File: config.mk
export PLATFORM = sky130hd
export DESIGN_NAME = pipe_stall_ctrl
export DESIGN_NICKNAME = d
export VERILOG_FILES = /design/src/rtl/pipe_pkg.sv /design/src/rtl/pipe_mdu_timer.sv /design/src/rtl/pipe_stall_ctrl.sv
export SDC_FILE = /design/constraint.sdc
export NUM_CORES = 1
export LEC_CHECK = 0
export ABC_CLOCK_PERIOD_IN_PS = 4300
export BUFFER_PORTS_ARGS = -buffer_cell sky130_fd_sc_hd__buf_2
export CAP_MARGIN = 10
export CELL_PAD_IN_SITES_DETAIL_PLACEMENT = 0
export CELL_PAD_IN_SITES_GLOBAL_PLACEMENT = 2
export CORE_ASPECT_RATIO = 0.75
export CORE_MARGIN = 5
export CORE_UTILIZATION = 31
export CTS_BUF_LIST = sky130_fd_sc_hd__clkbuf_4
export DETAILED_ROUTE_END_ITERATION = 7
export PLACE_DENSITY_LB_ADDON = 0.2
export SLEW_MARGIN = 20
export SYNTH_ARGS = -nofsm -noshare
export SYNTH_HDL_FRONTEND = slang
export SYNTH_SLANG_ARGS = --single-unit
export TNS_END_PERCENT = 30
File: constraint.sdc
create_clock -name clk -period 4.3 [get_ports clk]
set_input_delay 0.86 -clock clk [delete_from_list [all_inputs] [get_ports clk]]
set_output_delay 0.86 -clock clk [all_outputs]
set_load 0.02 [all_outputs]
File: src/rtl/pipe_pkg.sv
// Shared constants for the pipeline stall controller: MDU FSM encoding,
// default multiply/divide latency and the stall counter saturation helper.
package pipe_pkg;

    localparam int MDU_LAT_DEFAULT = 32;

    localparam logic [1:0] ST_IDLE = 2'b00;
    localparam logic [1:0] ST_BUSY = 2'b01;
    localparam logic [1:0] ST_DONE = 2'b10;

    localparam logic [15:0] STALL_CNT_MAX = 16'hFFFF;

    // Increment that sticks at the maximum instead of wrapping to zero
    function automatic logic [15:0] sat_inc16(input logic [15:0] value);
        if (value == STALL_CNT_MAX) begin
            return value;
        end else begin
            return value + 16'd1;
        end
    endfunction

endpackage

File: src/rtl/pipe_mdu_timer.sv
// Multiply/divide occupancy timer: IDLE -> BUSY for MDU_LAT-1 cycles -> DONE
// for one cycle, so the HI/LO write lands exactly MDU_LAT cycles after go.
module pipe_mdu_timer
    import pipe_pkg::*;
#(
    parameter int MDU_LAT = MDU_LAT_DEFAULT
) (
    input  logic       clk,
    input  logic       clr,
    input  logic       go,
    output logic [1:0] state
);

    localparam logic [5:0] LOAD_VAL = 6'(MDU_LAT - 2);

    logic [1:0] state_r;
    logic [1:0] state_nxt_s;
    logic [5:0] cnt_r;
    logic [5:0] cnt_nxt_s;

    // Next-state and countdown logic
    always_comb begin
        state_nxt_s = state_r;
        cnt_nxt_s   = cnt_r;
        case (state_r)
            ST_IDLE: begin
                if (go) begin
                    state_nxt_s = ST_BUSY;
                    cnt_nxt_s   = LOAD_VAL;
                end else begin
                    state_nxt_s = ST_IDLE;
                end
            end
            ST_BUSY: begin
                if (cnt_r == 6'd0) begin
                    state_nxt_s = ST_DONE;
                end else begin
                    cnt_nxt_s = cnt_r - 6'd1;
                end
            end
            ST_DONE: begin
                state_nxt_s = ST_IDLE;
            end
            default: begin
                state_nxt_s = ST_IDLE;
                cnt_nxt_s   = 6'd0;
            end
        endcase
    end

    // State and counter registers; clr abandons any operation in flight
    always_ff @(posedge clk) begin
        if (clr) begin
            state_r <= ST_IDLE;
            cnt_r   <= 6'd0;
        end else begin
            state_r <= state_nxt_s;
            cnt_r   <= cnt_nxt_s;
        end
    end

    assign state = state_r;

endmodule

File: src/rtl/pipe_stall_ctrl.sv
// Pipeline hazard and stall controller: memory wait, load-use and HI/LO
// interlocks, branch flush, MDU sequencing and a saturating stall counter.
module pipe_stall_ctrl
    import pipe_pkg::*;
#(
    parameter int MDU_LAT = MDU_LAT_DEFAULT
) (
    input  logic        clk,
    input  logic        clr,
    input  logic        ewreg,
    input  logic        em2reg,
    input  logic [4:0]  ern,
    input  logic [4:0]  drs,
    input  logic [4:0]  drt,
    input  logic        duse_rs,
    input  logic        duse_rt,
    input  logic        duse_hilo,
    input  logic        mdu_start,
    input  logic        dbranch,
    input  logic        mwmem,
    input  logic        mm2reg,
    input  logic        dmem_ready,
    output logic        pc_en,
    output logic        fd_en,
    output logic        de_en,
    output logic        em_en,
    output logic        de_bubble,
    output logic        fd_flush,
    output logic        mw_bubble,
    output logic        mdu_go,
    output logic        mdu_wr_hilo,
    output logic        mdu_busy,
    output logic [15:0] stall_cnt
);

    logic        mem_stall_s;
    logic        lu_stall_s;
    logic        hilo_stall_s;
    logic [1:0]  mdu_state_s;
    logic [15:0] stall_cnt_r;

    assign mem_stall_s  = (mwmem | mm2reg) & ~dmem_ready;
    assign lu_stall_s   = ewreg & em2reg & (ern != 5'd0) &
                          ((duse_rs & (ern == drs)) | (duse_rt & (ern == drt)));
    assign hilo_stall_s = (mdu_state_s != ST_IDLE) & (duse_hilo | mdu_start);

    assign mdu_go      = (mdu_state_s == ST_IDLE) & mdu_start & ~mem_stall_s & ~lu_stall_s;
    assign mdu_wr_hilo = (mdu_state_s == ST_DONE);
    assign mdu_busy    = (mdu_state_s != ST_IDLE);

    pipe_mdu_timer #(
        .MDU_LAT (MDU_LAT)
    ) u_mdu_timer (
        .clk   (clk),
        .clr   (clr),
        .go    (mdu_go),
        .state (mdu_state_s)
    );

    // Stage enables and bubbles; a memory wait freezes everything, an ID
    // interlock freezes only the front end, and a stalled branch is dropped
    always_comb begin
        pc_en     = 1'b1;
        fd_en     = 1'b1;
        de_en     = 1'b1;
        em_en     = 1'b1;
        de_bubble = 1'b0;
        fd_flush  = 1'b0;
        mw_bubble = 1'b0;
        if (mem_stall_s) begin
            pc_en     = 1'b0;
            fd_en     = 1'b0;
            de_en     = 1'b0;
            em_en     = 1'b0;
            mw_bubble = 1'b1;
        end else if (lu_stall_s | hilo_stall_s) begin
            pc_en     = 1'b0;
            fd_en     = 1'b0;
            de_bubble = 1'b1;
        end else if (dbranch) begin
            fd_flush  = 1'b1;
        end else begin
            de_bubble = 1'b0;
            fd_flush  = 1'b0;
        end
    end

    // Count every cycle in which the PC is held
    always_ff @(posedge clk) begin
        if (clr) begin
            stall_cnt_r <= 16'd0;
        end else if (!pc_en) begin
            stall_cnt_r <= sat_inc16(stall_cnt_r);
        end else begin
            stall_cnt_r <= stall_cnt_r;
        end
    end

    assign stall_cnt = stall_cnt_r;

endmodule

==> After elaboration in Yosys (flattened, before gate mapping) <==
Cells that the tools add are included.
{ "totals": {"ramBits": 0, "n_memories": 0, "regBits": 24, "latchBits": 0, "elab_cells": 54, "mem_bits_ro": 0, "inputBits": 27} }
{ "op_classes": {"add_sub_neg": 2, "n_mul": 0, "reduce_logical": 6, "div": 0, "n_eq_ne": 8, "shifts": 0, "bitwise_logic": 20, "n_mux": 15, "magnitude_cmp": 0} }
{ "ops": {"columns": ["cell", "n"], "rows": [
  ["one-hot mux 6 bit (3 select lines)", 1],
  ["adder 16 x 1 -> 16 bit (second input constant)", 1],
  ["equality test 16 bit (second input constant)", 1],
  ["two-way mux 6 bit", 2],
  ["AND 1 bit", 10],
  ["equality test 5 bit", 2],
  ["two-way mux 1 bit", 10],
  ["zero test 6 bit", 1],
  ["NOT 1 bit", 6],
  ["subtractor 6 x 1 -> 6 bit (second input constant)", 1],
  ["nonzero test 5 bit", 1],
  ["!= test 2 bit (second input constant)", 2],
  ["OR 1 bit", 4],
  ["one-hot mux 2 bit (2 select lines)", 1],
  ["AND reduction 3 bit", 1],
  ["equality test 2 x 1 -> 1 bit (second input constant)", 1],
  ["equality test 2 bit (second input constant)", 1],
  ["zero test 2 bit", 1],
  ["two-way mux 2 bit", 1],
  ["!= test 2 x 1 -> 1 bit (second input constant)", 1],
  ["AND reduction 2 bit", 1],
  ["nonzero test 2 bit", 1]
]} }

==> Longest topological paths before layout <==
Gate-level depths: netlist of run 1.
{ "depth": {"ltp_word": 9, "mapped_depth": 8} }

==> By module <==
A second synthesis of run 1 with hierarchy kept.
{ "hier_totals": {"hier_cells": 177, "hier_area_um2": 1555.2} }
{ "by_module_without_submodules": {"columns": ["mod", "cells_per_inst", "area_each_um2", "n_inst"], "rows": [
  ["pipe_stall_ctrl", 131, 1143.6, 1],
  ["pipe_mdu_timer", 46, 411.6, 1]
]} }

==> Least setup slack after synthesis of run 1 <==
Ideal clock, no wire load.
{ "synth_timing": {"kind": "input -> output", "from": "input ern[0]", "to": "output fd_flush", "path_stages": 6, "slack_ps": 929, "required_ps": 3440, "t_arrival_ps": 2511, "path_cell_list": "or3_1 > o311a_4 > a21oi_1 > buf_2 > buf_2 > and2_1"} }
{ "synth_via": {"elab_chain_len": 7, "word_cells_on_any_way": 11} }
{ "synth_lines": {"columns": ["item", "line_no", "source"], "rows": [
  ["from (decl)", "pipe_stall_ctrl.sv:12", "input logic [4:0] ern,"],
  ["equality test 5 bit", "pipe_stall_ctrl.sv:44", "((duse_rs & (ern == drs)) | (duse_rt & (ern == drt)));"],
  ["AND 1 bit", "pipe_stall_ctrl.sv:44", null],
  ["OR 1 bit", "pipe_stall_ctrl.sv:44", null],
  ["AND 1 bit *", "pipe_stall_ctrl.sv:43", "assign lu_stall_s = ewreg & em2reg & (ern != 5'd0) &"],
  ["OR 1 bit *", "pipe_stall_ctrl.sv:76", "end else if (lu_stall_s | hilo_stall_s) begin"],
  ["two-way mux 1 bit *", "pipe_stall_ctrl.sv:76", null],
  ["two-way mux 1 bit *", "pipe_stall_ctrl.sv:70", "if (mem_stall_s) begin"],
  ["to (decl)", "pipe_stall_ctrl.sv:28", "output logic fd_flush,"]
]} }
Every way passes the cells marked *; elsewhere a longest branch is shown, timed or not.

==> Worst setup path in the final report of run 1 <==
{ "layout_timing": {"from": "input ern[0]", "to": "output mdu_go"} }
{ "layout_via": {"elab_chain_len": 6, "word_cells_on_any_way": 10} }
{ "layout_lines": {"columns": ["item", "line_no", "source"], "rows": [
  ["equality test 5 bit", "pipe_stall_ctrl.sv:44", null],
  ["AND 1 bit", "pipe_stall_ctrl.sv:44", null],
  ["OR 1 bit", "pipe_stall_ctrl.sv:44", null],
  ["AND 1 bit *", "pipe_stall_ctrl.sv:43", null],
  ["NOT 1 bit *", "pipe_stall_ctrl.sv:47", "assign mdu_go = (mdu_state_s == ST_IDLE) & mdu_start & ~mem_stall_s & ~lu_stall_s;"],
  ["AND 1 bit *", "pipe_stall_ctrl.sv:47", null],
  ["to (decl)", "pipe_stall_ctrl.sv:30", "output logic mdu_go,"]
]} }
Marks and branches as above.

==> flow_metrics.py, run 1 <==
metrics = {
    "layout": {
        "drive_gt1_share_pct": 30.3,
        "nNetsFinal": 261,
        "final_util_pct": 40.5,
        "area_growth_syn_to_layout_pct": 24.2,
        "instances_no_fill": 288,
        "antenna_cells": 0,
        "design_area_um2": 1840,
    },
    "die": {
        "start_util_pct": 32.6,
        "die_h_um": 69.9,
        "pin_count": 53,
        "fp.dieW_um": 89.9,
        "core_um2": 4550,
        "rows": 21,
        "dieArea_um2": 6290,
    },
    "power": {
        "leakagePower_nw": 0.709,
        "powerDensity_nw_per_um2": 305,
        "combPwrFrac_pct": 25.6,
        "p_int_mw": 0.388,
        "p_switching_mw": 0.173,
        "ir_worst_vdd_mv": 0.208,
        "p_seq_share_pct": 45.3,
        "sw_frac_of_total_pct": 30.8,
        "p_clk_share_pct": 29.0,
    },
    "global_route": {
        "grt_pass1_wl_um": 6750,
        "grt_pass1_vias": 1436,
        "track_usage_pct": 12.6,
        "grt_start_max_net_pins": 26,
        "antenna_found_initial": 0,
        "grt-ovfl-total": 0,
    },
    "sta": {
        "tightest_slew_ps": 579,
        "final.period_utilization_pct": 80.3,
        "fin_worst_skew_ps": 8.90,
        "hold_violations": 0,
        "setup_tns_ps": 0,
        "hold_slack_ps": 490,
        "maxSlewViolCount": 0,
        "maxSlewHeadroom_pct": 61.4,
        "rsz0062_at_grt": "no",
        "finalSetupViolCount": 0,
        "fmax_mhz": 290,
        "fin_crit_ps": 3450,
    },
    "synthesis": {
        "synthMuxAreaShare_pct": 1.52,
        "yosys_register_bits": 24,
        "synth_top_family_by_area": "simple AND/OR/NAND/NOR gates",
        "synth_edf_count": 0,
        "ys_warn_count": 0,
        "syn_area_um2": 1480,
        "synth_cells": 182,
        "synth_top_flop_cell": "dfxtp_1",
        "synth-simple-area-share_pct": 30.4,
        "syn_avg_cell_area_um2": 8.15,
        "synth_nets": 211,
        "synthArstFlopShare_pct": 0,
        "synth_cell_types": 42,
        "synth_fa_ha_area_share_pct": 1.69,
        "synth_compound_area_share_pct": 22.9,
        "ys_seq_area_share_pct": 32.4,
        "synth_xor_area_share_pct": 5.90,
    },
    "placement": {
        "hpwl_um": 3080,
        "place_area_um2": 1790,
        "io_buffers": 52,
        "dp_cells": 284,
        "place_congestion": 0.838,
    },
    "critical_path": {
        "path_class": "in -> out",
        "cp_max_fo": 9,
        "cp_data_arrival_time_ps": 2590,
        "cp-end-kind": "output pin",
        "cp.required_ps": 3440,
        "worstRegToRegCells": 7,
        "critPathLaunchType": "primary input",
    },
    "drt": {
        "vias_per_cell": 5.42,
        "drtIter0Drc": 94,
        "firstDrtPassIters": 4,
        "drt_wl_total_um": 4070,
        "drtAntennaViolNets": 0,
        "avgRoutedWirePerCell_um": 14.1,
        "num_vias": 1560,
        "drc": 0,
    },
    "clocking": {
        "cts_setup_buffers": 0,
        "clkSinkCount": 24,
        "clk_path_buf_depth": 2,
        "ctsHtreeMaxLevel": 1,
        "cts_hold_buf": 0,
        "tritoncts": "built",
        "cts_resized": 0,
        "insertion_delay_ps": 310,
        "root_buffer": "clkbuf_4",
        "numCtsBuffers": 3,
        "clk_pin_slew_worst_paths_ps": 140,
    },
    "run": {
        "drv_cap": 0,
    },
    "hold_path": {
        "hold-path-cell-count": 2,
        "hold_class": "reg -> reg",
    },
    "outcome": {
        "outcome": "finished clean",
    },
}
## synth_stat cells, types with 2 or more instances
| master | n | area share [%] |
|---|---|---|
| nand2_1 | 13 | 3.3 |
| a21oi_1 | 18 | 6.1 |
| xnor2_1 | 10 | 5.9 |
| inv_1 | 9 | 2.3 |
| nor2b_1 | 6 | 2.5 |
| dfxtp_1 | 24 | 32 |
| or3_1 | 6 | 2.5 |
| o31ai_1 | 8 | 4.0 |
| or4b_2 | 2 | 1.3 |
| nor4b_1 | 2 | 1.2 |
| nand4_1 | 4 | 1.7 |
| and3_1 | 2 | 0.84 |
| or4_1 | 7 | 3.5 |
| o21ai_0 | 9 | 3.0 |
| ha_1 | 2 | 1.7 |
| mux2_2 | 2 | 1.5 |
| nor3b_1 | 2 | 1.0 |
| nor3_1 | 5 | 1.7 |
| nor4_1 | 4 | 1.7 |
| or2_2 | 3 | 1.3 |
| o41ai_1 | 2 | 1.2 |
| buf_2 | 2 | 0.67 |
| clkbuf_1 | 5 | 1.3 |
| and2_1 | 2 | 0.84 |
| nor2_1 | 8 | 2.0 |
| buf_4 | 2 | 1.0 |
| nand3_1 | 8 | 2.7 |
## path summary, 6_finish.rpt
kind                                to                 start  slack, ps
setup / recovery                mdu_go                ern[0]        850
hold reg to reg   u_mdu_timer.cnt_r[0]  u_mdu_timer.cnt_r[0]        490
hold / removal    u_mdu_timer.cnt_r[0]  u_mdu_timer.cnt_r[0]        490
setup reg to reg         stall_cnt[15]  u_mdu_timer.state[0]       2020
## per-layer routing
| layer | routed length, um | vias to the layer above | track usage, % |
|---|---|---|---|
| met5 | 0 | - | 0 |
| met1 | 2070 | 733 | 16.8 |
| met4 | 21 | 0 | 2.64 |
| li1 | - | 780 | - |
| met3 | 272 | 2 | 4.61 |
| met2 | 1710 | 45 | 19.4 |
## registers in the layout, summed over array words and instances (netlist names)
register,flops
u_mdu_timer.state,2
u_mdu_timer.cnt_r,6
stall_cnt,16
## final cells by class
type                    instances  area, um2
repair buffers                 54        275
inverters                       9       33.8
multi-input cells             140        930
clock inverters                 1       30.0
well taps                      57       71.3
flip-flops and latches         24        480
fillers                       474       2700
clock buffers                   3       22.5
## power by group through the flow
| stage | logic [mW] | clock network [mW] | registers, mW |
|---|---|---|---|
| after CTS | 0.145 | 0.170 | 0.254 |
| after floorplan | 0.101 | 0 | 0.256 |
| after global placement | 0.141 | 0 | 0.258 |
| after global routing | 0.160 | 0.180 | 0.257 |
| after detailed placement | 0.144 | 0 | 0.259 |
| final | 0.144 | 0.163 | 0.255 |
## critical path, stage by stage
cell and delay [ps]:
buf_2 120, or3_1 380, o311a_4 340, a2111oi_4 610, buf_2 280
## through the flow
| stage | power (mW) | setup slack, ps |
|---|---|---|
| final | 0.562 | 847 |
| after global routing | 0.598 | 784 |
| after global placement | 0.399 | 885 |
| after floorplan | 0.356 | 929 |
| after detailed placement | 0.403 | 858 |
| after CTS | 0.569 | 852 |
## cells in the final DEF, fill, tap and decap left out, types with 2 or more instances in the layout
master / count
nor4_1: 4
mux2_2: 2
nand4_1: 4
nor2_1: 8
buf_4: 2
buf_2: 52
inv_1: 9
ha_1: 2
nor3b_1: 2
o31ai_1: 8
nor4b_1: 2
or3_1: 6
xnor2_1: 10
nand2_1: 13
o21ai_0: 9
a21oi_1: 17
or4b_2: 2
and3_1: 2
o41ai_1: 2
dfxtp_1: 24
or4_1: 7
nand3_1: 8
clkbuf_4: 3
or2_2: 3
nor3_1: 5
and2_1: 2
nor2b_1: 6
## logic make-up after synthesis
logic type               Yosys count
AND/OR/NAND/NOR                   78
multiplexers                       2
AO/OA/AOI/OAI                     48
adder cells (fa/ha/maj)            2
buffers and inverters             18
flip-flops                        24
XOR/XNOR                          10
Power figures use the tool's default switching activity.
==> run 2: changes to the inputs <==
--- a/config.mk
+++ b/config.mk
@@ -5,14 +5,14 @@
 export SDC_FILE = /design/constraint.sdc
 export NUM_CORES = 1
 export LEC_CHECK = 0
-export ABC_CLOCK_PERIOD_IN_PS = 4300
+export ABC_CLOCK_PERIOD_IN_PS = 2850
 export BUFFER_PORTS_ARGS = -buffer_cell sky130_fd_sc_hd__buf_2
 export CAP_MARGIN = 10
 export CELL_PAD_IN_SITES_DETAIL_PLACEMENT = 0
 export CELL_PAD_IN_SITES_GLOBAL_PLACEMENT = 2
 export CORE_ASPECT_RATIO = 0.75
 export CORE_MARGIN = 5
-export CORE_UTILIZATION = 31
+export CORE_UTILIZATION = 26
 export CTS_BUF_LIST = sky130_fd_sc_hd__clkbuf_4
 export DETAILED_ROUTE_END_ITERATION = 7
 export PLACE_DENSITY_LB_ADDON = 0.2
==> constraint.sdc (replaced) <==
create_clock -name clk -period 2.85 [get_ports clk]
set_input_delay 0.57 -clock clk [delete_from_list [all_inputs] [get_ports clk]]
set_output_delay 0.57 -clock clk [all_outputs]
set_load 0.02 [all_outputs]
==> run 2 against run 1 <==
Effect of this change:
- first-iteration DRC count down 41%
- routed wire length up 6.5%
- count of clock-buffer cells in the layout unchanged
- combinational power up 62%
- core utilization down 5.4 points
- worst setup slack worse by 650 ps
- sequential share of layout area down 0.91 points
- total power up 54%
- die area up 17%
- clock power up 55%
- non-clock buffer count up 5
==> flow_metrics.py, run 2 (synthesized netlist as in run 1, its figures left out) <==
metrics = {
    "placement": {
        "io_buffers": 52,
        "place_congestion": 0.755,
        "dp_cells": 307,
        "dp_slack_ps": 190,
        "place_area_um2": 1860,
        "hpwl_um": 3310,
    },
    "critical_path": {
        "r2r_start": "stall_cnt[0]",
        "cp-end-kind": "output pin",
        "crit_path_end": "fd_en",
        "cp-startpoint": "ern[0]",
        "path_class": "in -> out",
        "cp_max_fo": 6,
        "cp.required_ps": 2280,
        "cp_common_cell": "buf_2",
        "path_buf_inv": 3,
        "path_cells": "buf_2, or3_1, o311a_4, a21oi_2, buf_4, buf_2",
        "cp_data_arrival_time_ps": 2080,
        "max_stage_delay_ps": 380,
        "r2r-end": "stall_cnt[3]",
        "r2r_setup_slack_ps": 710,
        "critPathLaunchType": "primary input",
        "worstRegToRegCells": 6,
        "cpMaxStageDelayCell": "or3_1",
        "critPathTopFamily": "compound AO/OA/AOI/OAI gates",
        "cp.depth": 6,
    },
    "sta": {
        "maxSlewViolCount": 0,
        "tightest_slew_ps": 646,
        "finalSetupViolCount": 0,
        "setup_tns_ps": 0,
        "hold_violations": 0,
        "fmax_mhz": 377,
        "fin_worst_skew_ps": 2.25,
        "final.period_utilization_pct": 93.1,
        "rsz0062_at_grt": "no",
        "maxSlewHeadroom_pct": 56.5,
        "fin_crit_ps": 2650,
        "fin_ws_ps": 198,
    },
    "layout": {
        "nNetsFinal": 266,
        "layout_common_cells": "52 x buf_2, 24 x dfxtp_1, 17 x a21oi_1, 13 x nand2_1, 10 x xnor2_1",
        "largest_register_ffs": 16,
        "final_util_pct": 35.1,
        "drive_gt1_share_pct": 32.2,
        "area_growth_syn_to_layout_pct": 28.7,
        "layout_commonest_cell": "buf_2",
        "instances_no_fill": 311,
        "antenna_cells": 0,
        "design_area_um2": 1910,
    },
    "drt": {
        "num_vias": 1561,
        "drt_wl_total_um": 4340,
        "firstDrtPassIters": 4,
        "avgRoutedWirePerCell_um": 13.9,
        "drc": 0,
        "drtAntennaViolNets": 0,
        "vias_per_cell": 5.02,
        "drtIter0Drc": 55,
    },
    "die": {
        "die_h_um": 75.4,
        "start_util_pct": 27.3,
        "rows": 23,
        "fp.dieW_um": 97.2,
        "dieArea_um2": 7330,
        "pin_count": 53,
        "core_um2": 5440,
    },
    "power": {
        "leakagePower_nw": 0.734,
        "ir_worst_vdd_mv": 0.185,
        "powerDensity_nw_per_um2": 453,
    },
    "global_route": {
        "grt-ovfl-total": 0,
        "grt_pass1_wl_um": 6790,
        "grt_start_max_net_pins": 26,
        "grt_pass1_vias": 1314,
        "track_usage_pct": 11.4,
        "antenna_found_initial": 0,
    },
    "clocking": {
        "ctsHtreeMaxLevel": 1,
        "tritoncts": "built",
        "insertion_delay_ps": 320,
        "cts_setup_buffers": 0,
        "clk_pin_slew_worst_paths_ps": 140,
        "clk_path_buf_depth": 2,
        "cts_resized": 0,
        "clkSinkCount": 24,
        "numCtsBuffers": 3,
        "root_buffer": "clkbuf_4",
        "cts_hold_buf": 0,
    },
    "outcome": {
        "outcome": "finished clean",
    },
    "hold_path": {
        "hold_class": "reg -> reg",
        "min_from": "stall_cnt[15]",
    },
    "run": {
        "drv_cap": 0,
    },
}
run 2: cell types whose count changed in the layout (fill, tap and decap cells not counted):
cell,change
buf_4,+5
nor4_1,-1
nor4_2,+1
run 2: stage by stage:
stage | hold slack (ps) | total power [mW]
CTS | 507 | 0.884
global placement | 474 | 0.624
global route | 532 | 0.922
finish | 498 | 0.866
detailed placement | 487 | 0.621
floorplan | 450 | 0.537
run 2: report_power, final:
part	internal, mW	total [mW]	switching (mW)
clock	0.142	0.253	0.111
sequential	0.356	0.379	0.0226
combinational	0.0975	0.234	0.137
total	0.596	0.866	0.270
run 2: worst min path at each step:
stage	cells after the start	endpoint
after floorplan	2	u_mdu_timer.cnt_r[0]
after global placement	2	u_mdu_timer.cnt_r[0]
after detailed placement	1	u_mdu_timer.state[1]
after CTS	2	stall_cnt[15]
after global routing	2	stall_cnt[15]
final	2	stall_cnt[15]
run 2: area by class of cell:
class / instances / area (um2)
repair buffers: 59 / 313
inverters: 9 / 33.8
multi-input cells: 140 / 936
clock buffers: 3 / 22.5
well taps: 75 / 93.8
flip-flops and latches: 24 / 480
clock inverters: 1 / 30.0
fillers: 589 / 3530
run 2: metal layers:
metal | vias up | track usage, % | routed length (um)
li1 | 790 | - | -
met1 | 725 | 16.9 | 2210
met2 | 44 | 16.4 | 1820
met3 | 2 | 3.39 | 281
met4 | 0 | 1.84 | 23
met5 | - | 0 | 0
run 2: tightest hold or removal path, stage by stage (launching register included):
cell     delay (ps)
dfxtp_1         350
o41ai_1          60
a21oi_1          60
==> run 3: changes to the inputs <==
==> constraint.sdc (replaced) <==
create_clock -name clk -period 2.85 [get_ports clk]
set_input_delay 0.57 -clock clk [delete_from_list [all_inputs] [get_ports clk]]
set_output_delay 0.57 -clock clk [all_outputs]
set_load 0.05 [all_outputs]
==> run 3 against run 2 <==
Effect of this change:
- maximum frequency down 2.3%
- sequential share of layout area about the same
- die area unchanged
- routed wire length down 2.4%
- global-route usage up 0.29 points
- clock skew up 8.7 ps
- non-clock buffer count up 1
- final cell count up 0.32%
==> flow_metrics.py, run 3 (synthesized netlist as in run 1, its figures left out) <==
metrics = {
    "drt": {
        "firstDrtPassIters": 4,
        "avgRoutedWirePerCell_um": 13.6,
        "vias_per_cell": 4.95,
        "drt_wl_total_um": 4230,
        "drtAntennaViolNets": 0,
        "drtIter0Drc": 72,
        "num_vias": 1545,
        "drc": 0,
    },
    "placement": {
        "hpwl_um": 3150,
        "place_congestion": 0.746,
        "dp_cells": 308,
        "io_buffers": 52,
        "dp_slack_ps": 113,
    },
    "power": {
        "sw_frac_of_total_pct": 38.1,
        "combPwrFrac_pct": 33.8,
        "ir_worst_vdd_mv": 0.163,
        "p_clk_share_pct": 20.0,
        "leakagePower_nw": 0.723,
        "p_seq_share_pct": 46.2,
        "p_switching_mw": 0.313,
        "p_int_mw": 0.509,
        "powerDensity_nw_per_um2": 431,
    },
    "global_route": {
        "grt_start_max_net_pins": 26,
        "grt_pass1_vias": 1441,
        "grt_pass1_wl_um": 7020,
        "antenna_found_initial": 0,
        "grt-ovfl-total": 0,
        "track_usage_pct": 11.6,
    },
    "clocking": {
        "tritoncts": "built",
        "clk_path_buf_depth": 2,
        "clk_pin_slew_worst_paths_ps": 150,
        "numCtsBuffers": 3,
        "cts_hold_buf": 0,
        "root_buffer": "clkbuf_4",
        "clkSinkCount": 24,
        "cts_resized": 0,
        "insertion_delay_ps": 330,
        "cts_setup_buffers": 0,
        "ctsHtreeMaxLevel": 1,
    },
    "critical_path": {
        "r2r-end": "stall_cnt[15]",
        "cp-end-kind": "output pin",
        "cp.required_ps": 2280,
        "worstRegToRegCells": 6,
        "critPathLaunchType": "primary input",
        "r2r_setup_slack_ps": 710,
        "path_class": "in -> out",
        "cp_max_fo": 5,
        "r2r_start": "stall_cnt[2]",
        "cp_data_arrival_time_ps": 2150,
    },
    "sta": {
        "fin_worst_skew_ps": 11.0,
        "final.period_utilization_pct": 95.3,
        "setup_tns_ps": 0,
        "rsz0062_at_grt": "no",
        "fmax_mhz": 368,
        "hold_slack_ps": 507,
        "fin_crit_ps": 2720,
        "maxSlewHeadroom_pct": 64.7,
        "fin_ws_ps": 135,
        "finalSetupViolCount": 0,
        "tightest_slew_ps": 525,
        "hold_violations": 0,
        "maxSlewViolCount": 0,
    },
    "layout": {
        "multi_input_area_um2": 948,
        "fill_cells": 590,
        "drive_gt1_share_pct": 33.3,
        "layout_commonest_cell": "buf_2",
        "seqCellArea_um2": 480,
        "antenna_cells": 0,
        "layout_common_cells": "52 x buf_2, 24 x dfxtp_1, 17 x a21oi_1, 13 x nand2_1, 10 x xnor2_1",
        "largest_register_ffs": 16,
        "area_growth_syn_to_layout_pct": 28.5,
        "final_util_pct": 35.1,
        "instances_no_fill": 312,
        "nNetsFinal": 267,
    },
    "outcome": {
        "outcome": "finished clean",
    },
    "die": {
        "pin_count": 53,
        "die_h_um": 75.4,
        "rows": 23,
        "start_util_pct": 27.3,
        "fp.dieW_um": 97.2,
        "core_um2": 5440,
        "dieArea_um2": 7330,
    },
    "hold_path": {
        "hold_class": "reg -> reg",
        "min_from": "stall_cnt[3]",
        "hold-path-cell-count": 2,
        "min_to": "stall_cnt[3]",
    },
    "run": {
        "drv_cap": 0,
    },
}
[run 3: cell count changes in the layout (fill, tap and decap cells not counted), sizes merged]
cell	before	now
clkinvlp	0	1
inv	9	8
bufinv	1	0
clkinv	0	1
buf	59	60
[run 3: critical path: stages]
cell and delay [ps]:
buf_2 120, or3_1 390, o311a_4 350, a21oi_2 280, and2_2 180, buf_2 250
[run 3: metrics by stage]
stage	power, mW	area (um2)
after floorplan	0.582	1500
after global placement	0.668	1880
after detailed placement	0.664	1880
after CTS	0.833	1910
after global routing	0.870	1910
final	0.822	1910
[run 3: final cells by class]
type                            count  share of cell area (%)
Timing Repair Buffer               60                    16.8
Clock buffer                        3                    1.18
Sequential cell                    24                    25.2
Inverter                            9                    1.97
Clock inverter                      1                   0.197
Multi-Input combinational cell    140                    49.7
Tap cell                           75                    4.92
[run 3: worst max path at each step]
| stage | endpoint | cells after the start | startpoint |
|---|---|---|---|
| 6_report | fd_flush | 6 | ern[0] |
| 3_3_place_gp | fd_flush | 6 | ern[0] |
| 3_5_place_dp | fd_flush | 6 | ern[0] |
| 5_1_grt | fd_flush | 6 | ern[0] |
| 4_1_cts | fd_flush | 6 | ern[0] |
| 2_1_floorplan | mdu_go | 3 | mwmem |
[run 3: routing by layer]
metal	wire (um)	share of wire, %	track usage [%]
met5	0	0	0
met4	24	0.57	1.84
met3	250	5.9	3.93
met2	1690	40	18.0
met1	2270	53	16.2
[run 3: power by group through the flow]
stage	logic, mW	registers (mW)	clock network, mW
2_1_floorplan	0.188	0.394	0
3_3_place_gp	0.282	0.386	0
3_5_place_dp	0.278	0.386	0
4_1_cts	0.280	0.379	0.174
5_1_grt	0.305	0.383	0.182
6_report	0.278	0.380	0.165
